**src/rtl/btn_pkg.sv**
```systemverilog
// Shared definitions for the push-button conditioner: repeat FSM encoding and 50 MHz timing defaults.
package btn_pkg;

  typedef enum logic [1:0] {
    ST_IDLE = 2'd0,
    ST_HOLD = 2'd1,
    ST_RPT  = 2'd2
  } rpt_state_e;

  localparam int unsigned N_CH_DEF            = 5;
  localparam int unsigned DEBOUNCE_CYCLES_DEF = 500000;    // 10 ms at 50 MHz
  localparam int unsigned REPEAT_DELAY_DEF    = 25000000;  // 500 ms at 50 MHz
  localparam int unsigned REPEAT_RATE_DEF     = 5000000;   // 100 ms at 50 MHz

  // Larger of two cycle counts, used to size the shared repeat counter.
  function automatic int unsigned max_u(input int unsigned a, input int unsigned b);
    return (a > b) ? a : b;
  endfunction

endpackage

```
**src/rtl/btn_channel.sv**
```systemverilog
// One button channel: polarity fix, 2-flop synchroniser, counter debouncer and auto-repeat FSM.
module btn_channel
  import btn_pkg::*;
#(
  parameter int unsigned DEBOUNCE_CYCLES = DEBOUNCE_CYCLES_DEF,
  parameter int unsigned REPEAT_DELAY    = REPEAT_DELAY_DEF,
  parameter int unsigned REPEAT_RATE     = REPEAT_RATE_DEF,
  parameter bit          ACTIVE_LOW      = 1'b1
) (
  input  logic clk,
  input  logic rst,
  input  logic pin_in,
  input  logic repeat_en,
  output logic btn_level,
  output logic btn_press,
  output logic btn_release,
  output logic level_nxt_c
);

  localparam int unsigned CNT_W  = $clog2(DEBOUNCE_CYCLES + 1);
  localparam int unsigned RCNT_W = $clog2(max_u(REPEAT_DELAY, REPEAT_RATE) + 1);

  localparam logic [CNT_W-1:0]  CNT_LAST   = CNT_W'(DEBOUNCE_CYCLES - 1);
  localparam logic [RCNT_W-1:0] DELAY_LAST = RCNT_W'(REPEAT_DELAY - 1);
  localparam logic [RCNT_W-1:0] RATE_LAST  = RCNT_W'(REPEAT_RATE - 1);

  logic              sync1_q, sync1_d;
  logic              sync2_q, sync2_d;
  logic [CNT_W-1:0]  cnt_q, cnt_d;
  logic              level_q, level_d;
  logic              press_q, press_d;
  logic              release_q, release_d;
  rpt_state_e        state_q, state_d;
  logic [RCNT_W-1:0] rcnt_q, rcnt_d;
  logic              toggle;

  // Next-state logic: synchroniser shift, debounce counter, repeat FSM and pulse generation.
  always_comb begin
    sync1_d   = pin_in ^ ACTIVE_LOW;
    sync2_d   = sync1_q;
    cnt_d     = '0;
    level_d   = level_q;
    toggle    = 1'b0;
    state_d   = state_q;
    rcnt_d    = rcnt_q;
    press_d   = 1'b0;
    release_d = 1'b0;

    if (sync2_q != level_q) begin
      if (cnt_q == CNT_LAST) begin
        level_d = ~level_q;
        toggle  = 1'b1;
      end else begin
        cnt_d = cnt_q + 1'b1;
      end
    end

    if (toggle && level_q) begin
      // Debounced release wins over any repeat pulse due this cycle.
      release_d = 1'b1;
      state_d   = ST_IDLE;
      rcnt_d    = '0;
    end else if (toggle) begin
      press_d = 1'b1;
      state_d = ST_HOLD;
      rcnt_d  = '0;
    end else begin
      unique case (state_q)
        ST_IDLE: rcnt_d = '0;
        ST_HOLD: begin
          if (!repeat_en) begin
            rcnt_d = '0;
          end else if (rcnt_q == DELAY_LAST) begin
            press_d = 1'b1;
            state_d = ST_RPT;
            rcnt_d  = '0;
          end else begin
            rcnt_d = rcnt_q + 1'b1;
          end
        end
        ST_RPT: begin
          if (!repeat_en) begin
            // Dropping the enable re-arms the full initial delay.
            state_d = ST_HOLD;
            rcnt_d  = '0;
          end else if (rcnt_q == RATE_LAST) begin
            press_d = 1'b1;
            rcnt_d  = '0;
          end else begin
            rcnt_d = rcnt_q + 1'b1;
          end
        end
        default: begin
          state_d = ST_IDLE;
          rcnt_d  = '0;
        end
      endcase
    end
  end

  // State registers; reset loads the released level into the synchroniser.
  always_ff @(posedge clk or posedge rst) begin
    if (rst) begin
      sync1_q   <= 1'b0;
      sync2_q   <= 1'b0;
      cnt_q     <= '0;
      level_q   <= 1'b0;
      press_q   <= 1'b0;
      release_q <= 1'b0;
      state_q   <= ST_IDLE;
      rcnt_q    <= '0;
    end else begin
      sync1_q   <= sync1_d;
      sync2_q   <= sync2_d;
      cnt_q     <= cnt_d;
      level_q   <= level_d;
      press_q   <= press_d;
      release_q <= release_d;
      state_q   <= state_d;
      rcnt_q    <= rcnt_d;
    end
  end

  assign btn_level   = level_q;
  assign btn_press   = press_q;
  assign btn_release = release_q;
  assign level_nxt_c = level_d;

endmodule

```
**src/rtl/button_conditioner.sv**
```systemverilog
// N-channel push-button front end: per-channel conditioning plus a registered any-pressed flag.
module button_conditioner
  import btn_pkg::*;
#(
  parameter int unsigned      N_CH            = N_CH_DEF,
  parameter int unsigned      DEBOUNCE_CYCLES = DEBOUNCE_CYCLES_DEF,
  parameter int unsigned      REPEAT_DELAY    = REPEAT_DELAY_DEF,
  parameter int unsigned      REPEAT_RATE     = REPEAT_RATE_DEF,
  parameter logic [N_CH-1:0]  ACTIVE_LOW      = {N_CH{1'b1}}
) (
  input  logic            clk,
  input  logic            rst,
  input  logic [N_CH-1:0] btn_in,
  input  logic [N_CH-1:0] repeat_en,
  output logic [N_CH-1:0] btn_level,
  output logic [N_CH-1:0] btn_press,
  output logic [N_CH-1:0] btn_release,
  output logic            btn_any
);

  logic [N_CH-1:0] level_nxt;
  logic            btn_any_q, btn_any_d;

  // Independent channels; no arbitration between simultaneous presses.
  for (genvar i = 0; i < N_CH; i++) begin : g_ch
    btn_channel #(
      .DEBOUNCE_CYCLES (DEBOUNCE_CYCLES),
      .REPEAT_DELAY    (REPEAT_DELAY),
      .REPEAT_RATE     (REPEAT_RATE),
      .ACTIVE_LOW      (ACTIVE_LOW[i])
    ) u_ch (
      .clk         (clk),
      .rst         (rst),
      .pin_in      (btn_in[i]),
      .repeat_en   (repeat_en[i]),
      .btn_level   (btn_level[i]),
      .btn_press   (btn_press[i]),
      .btn_release (btn_release[i]),
      .level_nxt_c (level_nxt[i])
    );
  end

  // Any-pressed flag built from next levels so it changes in step with btn_level.
  always_comb begin
    btn_any_d = |level_nxt;
  end

  // Any-pressed register.
  always_ff @(posedge clk or posedge rst) begin
    if (rst) begin
      btn_any_q <= 1'b0;
    end else begin
      btn_any_q <= btn_any_d;
    end
  end

  assign btn_any = btn_any_q;

endmodule

```
**config.mk**
```make
export PLATFORM = sky130hd
export DESIGN_NAME = button_conditioner
export DESIGN_NICKNAME = d
export VERILOG_FILES = /design/src/rtl/btn_pkg.sv /design/src/rtl/btn_channel.sv /design/src/rtl/button_conditioner.sv
export SDC_FILE = /design/constraint.sdc
export NUM_CORES = 1
export LEC_CHECK = 0
export ABC_AREA = 1
export CORE_ASPECT_RATIO = 0.9
export CORE_UTILIZATION = 30
export CTS_BUF_LIST = sky130_fd_sc_hd__clkbuf_4 sky130_fd_sc_hd__clkbuf_8
export DETAILED_ROUTE_END_ITERATION = 8
export PLACE_DENSITY = 0.42
export SETUP_SLACK_MARGIN = 0.02
export SKIP_LAST_GASP = 1
export SYNTH_ARGS = -nofsm -noshare
export SYNTH_HDL_FRONTEND = slang
export SYNTH_SLANG_ARGS = --single-unit
export TNS_END_PERCENT = 50
```
**constraint.sdc**
```tcl
create_clock -name clk -period 8.7 [get_ports clk]
set_input_delay 1.74 -clock clk [delete_from_list [all_inputs] [get_ports clk]]
set_output_delay 1.74 -clock clk [all_outputs]
set_load 0.005 [all_outputs]
```
==> results.yml <==
timing:
  skew_ns: 0.02676
  relSlewSlack: 0.3504
  period_share: 0.3809
  min_period_ns: 3.314
  rsz0062_at_grt: "no"
  tightest_slew_ns: 0.9744
  hold_violations: 0
  timing.fmax_mhz: 301.7
  setup_viol: 0
  tns_ns: 0
  holdWs_ns: 0.3457
  slew_violations: 0
critical_path:
  cp_cell_sequence: "clkdlybuf4s50_1"
  timing.rr.start: "g_ch[2].u_ch.cnt_q[0]"
  path_class: "reg2out"
  path_depth: 1
  crit_slowest_cell: "clkdlybuf4s50_1"
  r2r_slack_ns: 6.46
  path_max_fanout: 5
  arrival_ns: 1.57
  cp-endpoint: "btn_level[1]"
  critPathMaxStageDelay_ns: 0.54
  critPathCaptureType: "output pin"
  ff2ff_path_depth: 8
  path_buf_inv: 1
  cpLargestDelayFamily: "buffers and inverters"
  r2r-end: "btn_any"
  cp-start-kind: "flop"
  cp.required_ns: 6.96
  startpoint: "g_ch[1].u_ch.btn_level"
drt:
  dr.pass1.iters: 5
  drc: 0
  wl_mm: 36.93
  wl_per_cell_um: 12.66
  drt_iter0_drc: 780
  vias: 13030
  avgViaCountPerCell: 4.469
  ant_nets: 0
power:
  p_leak_nw: 7.479
  vdd_drop_max_v: 0.00008783
  finalPower_mw: 2.667
  power.density_nw_per_um2: 152.4
placement:
  gp_congestion: 0.8334
  hpwlAfterDp_mm: 26.33
  placed_cells: 2826
  post_dp_cell_area_um2: 16330
  port_buffers: 27
cts:
  cts_resized: 0
  cts.sinks: 256
  h-tree-depth: 2
  clk_pin_slew_ns: 0.05
  insertion_delay_ns: 0.62
  cts-hold-fix-buffers: 0
  cts_tree: "yes"
  clockRootBuffer: "clkbuf_8"
  cts_setup_buffers: 0
  clockBufferDepth: 3
  cts_made_buffers: 49
synthesis:
  ys_warn_count: 0
  synth_top_area_frac: 0.4162
  syn_area_per_cell_um2: 7.193
  ys_seq_area_frac: 0.4162
  synthesis.nets: 2182
  synthesis.area_um2: 15390
  yosys_most_used_dff: "dfrtp_1"
  netlist_instances: 2140
  synthTopCellsByArea: "dfrtp_1 (42%), nand2_1 (12%), nor2_1 (11%)"
  yosys.area.top_type: "dfrtp_1"
  synth_edf_count: 0
  synth.distinct_cells: 41
  synthArstFlopShare: 1.000
  ys_ff_latch: 256
job:
  max-cap-violations: 0
finish:
  area_growth_syn_to_layout_pct: 13.68
  instances_no_fill: 2916
  fin_nets: 2239
  fin_area_um2: 17500
  n_antenna_cell: 0
  post_route_cells_drive_above_1_share: 0.07871
grt:
  grt_pass1_wl_mm: 64.31
  antenna_found_initial: 0
  grt_max_degree: 155
  first_global_vias: 13250
  grt.overflow.total: 0
  grt_usage: 0.1489
worst_hold_path:
  worstHoldPathType: "reg2reg"
  whs_path_depth: 0
floorplan:
  core_um2: 50550
  die_h_um: 216.9
  start_util: 0.3045
  io_pins: 28
  std_cell_rows: 78
  die_x_um: 240.8
  die-area_um2: 52220
outcome:
  outcome: "finished clean"
## logic make-up after synthesis
family          share of synthesized area
fa+ha+maj                         0.02438
flops                              0.4162
xor+xnor                          0.05803
compound gates                    0.03089
buf+inv                           0.08502
simple gates                       0.3855
## where the power goes
group / switching (mW) / internal (mW) / total [mW]
clock: 0.556 / 0.849 / 1.40
sequential: 0.00551 / 1.20 / 1.20
combinational: 0.0438 / 0.0132 / 0.0570
## per-layer routing
| layer | vias to the layer above | routed length (µm) | GRT usage | share of wire |
|---|---|---|---|---|
| met5 | - | 0 | 0 | 0 |
| met4 | 0 | 617 | 0.03882 | 0.017 |
| met3 | 55 | 1252 | 0.03108 | 0.034 |
| met2 | 134 | 16090 | 0.2341 | 0.44 |
| met1 | 6001 | 18980 | 0.2066 | 0.51 |
| li1 | 6842 | - | - | - |
## worst min path at each step
stage | end | start | slack [ns]
2_1_floorplan | g_ch[0].u_ch.sync2_q | g_ch[0].u_ch.sync1_q | 0.33
6_report | g_ch[1].u_ch.sync2_q | g_ch[1].u_ch.sync1_q | 0.35
3_3_place_gp | g_ch[2].u_ch.sync2_q | g_ch[2].u_ch.sync1_q | 0.33
5_1_grt | g_ch[2].u_ch.sync2_q | g_ch[2].u_ch.sync1_q | 0.36
3_5_place_dp | g_ch[1].u_ch.sync2_q | g_ch[1].u_ch.sync1_q | 0.34
4_1_cts | g_ch[1].u_ch.sync2_q | g_ch[1].u_ch.sync1_q | 0.35
## cell type report
type                    instances  area, µm²
well taps                     680      850.8
repair buffers                 30      305.3
multi-input cells            1572       7679
clock buffers                  82       1054
flip-flops and latches        256       6406
clock inverters                 8      117.6
inverters                     288       1087
fillers                      5469      33050
## synthesized netlist by cell type, types with 2 or more instances
library cell  count
nor3b_1           6
ha_1             30
nor3_1           65
nand3_2           5
dfrtp_1         256
xor2_1           75
nand3_1         161
and3_1            2
a21oi_1          25
nand4_1          61
nor3_2            2
clkinv_1          2
o21ai_0          42
o21bai_1          2
nor2_2           32
or2_2             9
inv_2             4
nand3b_1         13
nand2_4           3
nand2_1         512
xnor2_1          27
nor2_4           11
nand2_2          10
buf_12            2
nand3_4           3
inv_1           281
nor2_1          458
buf_4            15
a211oi_1          9
buf_6             6
## flip-flops by register name, summed over array words and instances (netlist names), 5 cells and up
name,count
g_ch.u_ch.rcnt_q,125
g_ch.u_ch.cnt_q,95
g_ch.u_ch.state_q,10
g_ch.u_ch.btn_level,5
g_ch.u_ch.btn_press,5
g_ch.u_ch.btn_release,5
g_ch.u_ch.sync1_q,5
g_ch.u_ch.sync2_q,5
## stage by stage
stage                     worst slack, ns  utilization
after floorplan                     3.588            -
after global placement              4.991       0.3230
after detailed placement            4.970       0.3230
after CTS                           5.293       0.3462
after global routing                5.290       0.3462
final                               5.386       0.3462
## layout by cell type (no fill, tap or decap), types with 5 or more instances in the layout
cell type / count
clkbuf_8: 70
inv_1: 280
nand2_1: 512
a211oi_1: 9
nor2_4: 11
nand3b_1: 13
clkbuf_4: 12
or2_2: 9
nor2_1: 458
nand3_1: 161
nand3_2: 5
nand4_1: 61
nand2_2: 10
dfrtp_1: 256
nor3_1: 65
xor2_1: 75
nor2_2: 32
a21oi_1: 25
o21ai_0: 42
clkdlybuf4s50_1: 27
ha_1: 30
xnor2_1: 27
nor3b_1: 6
No activity file was read; power rests on OpenSTA's default activity.
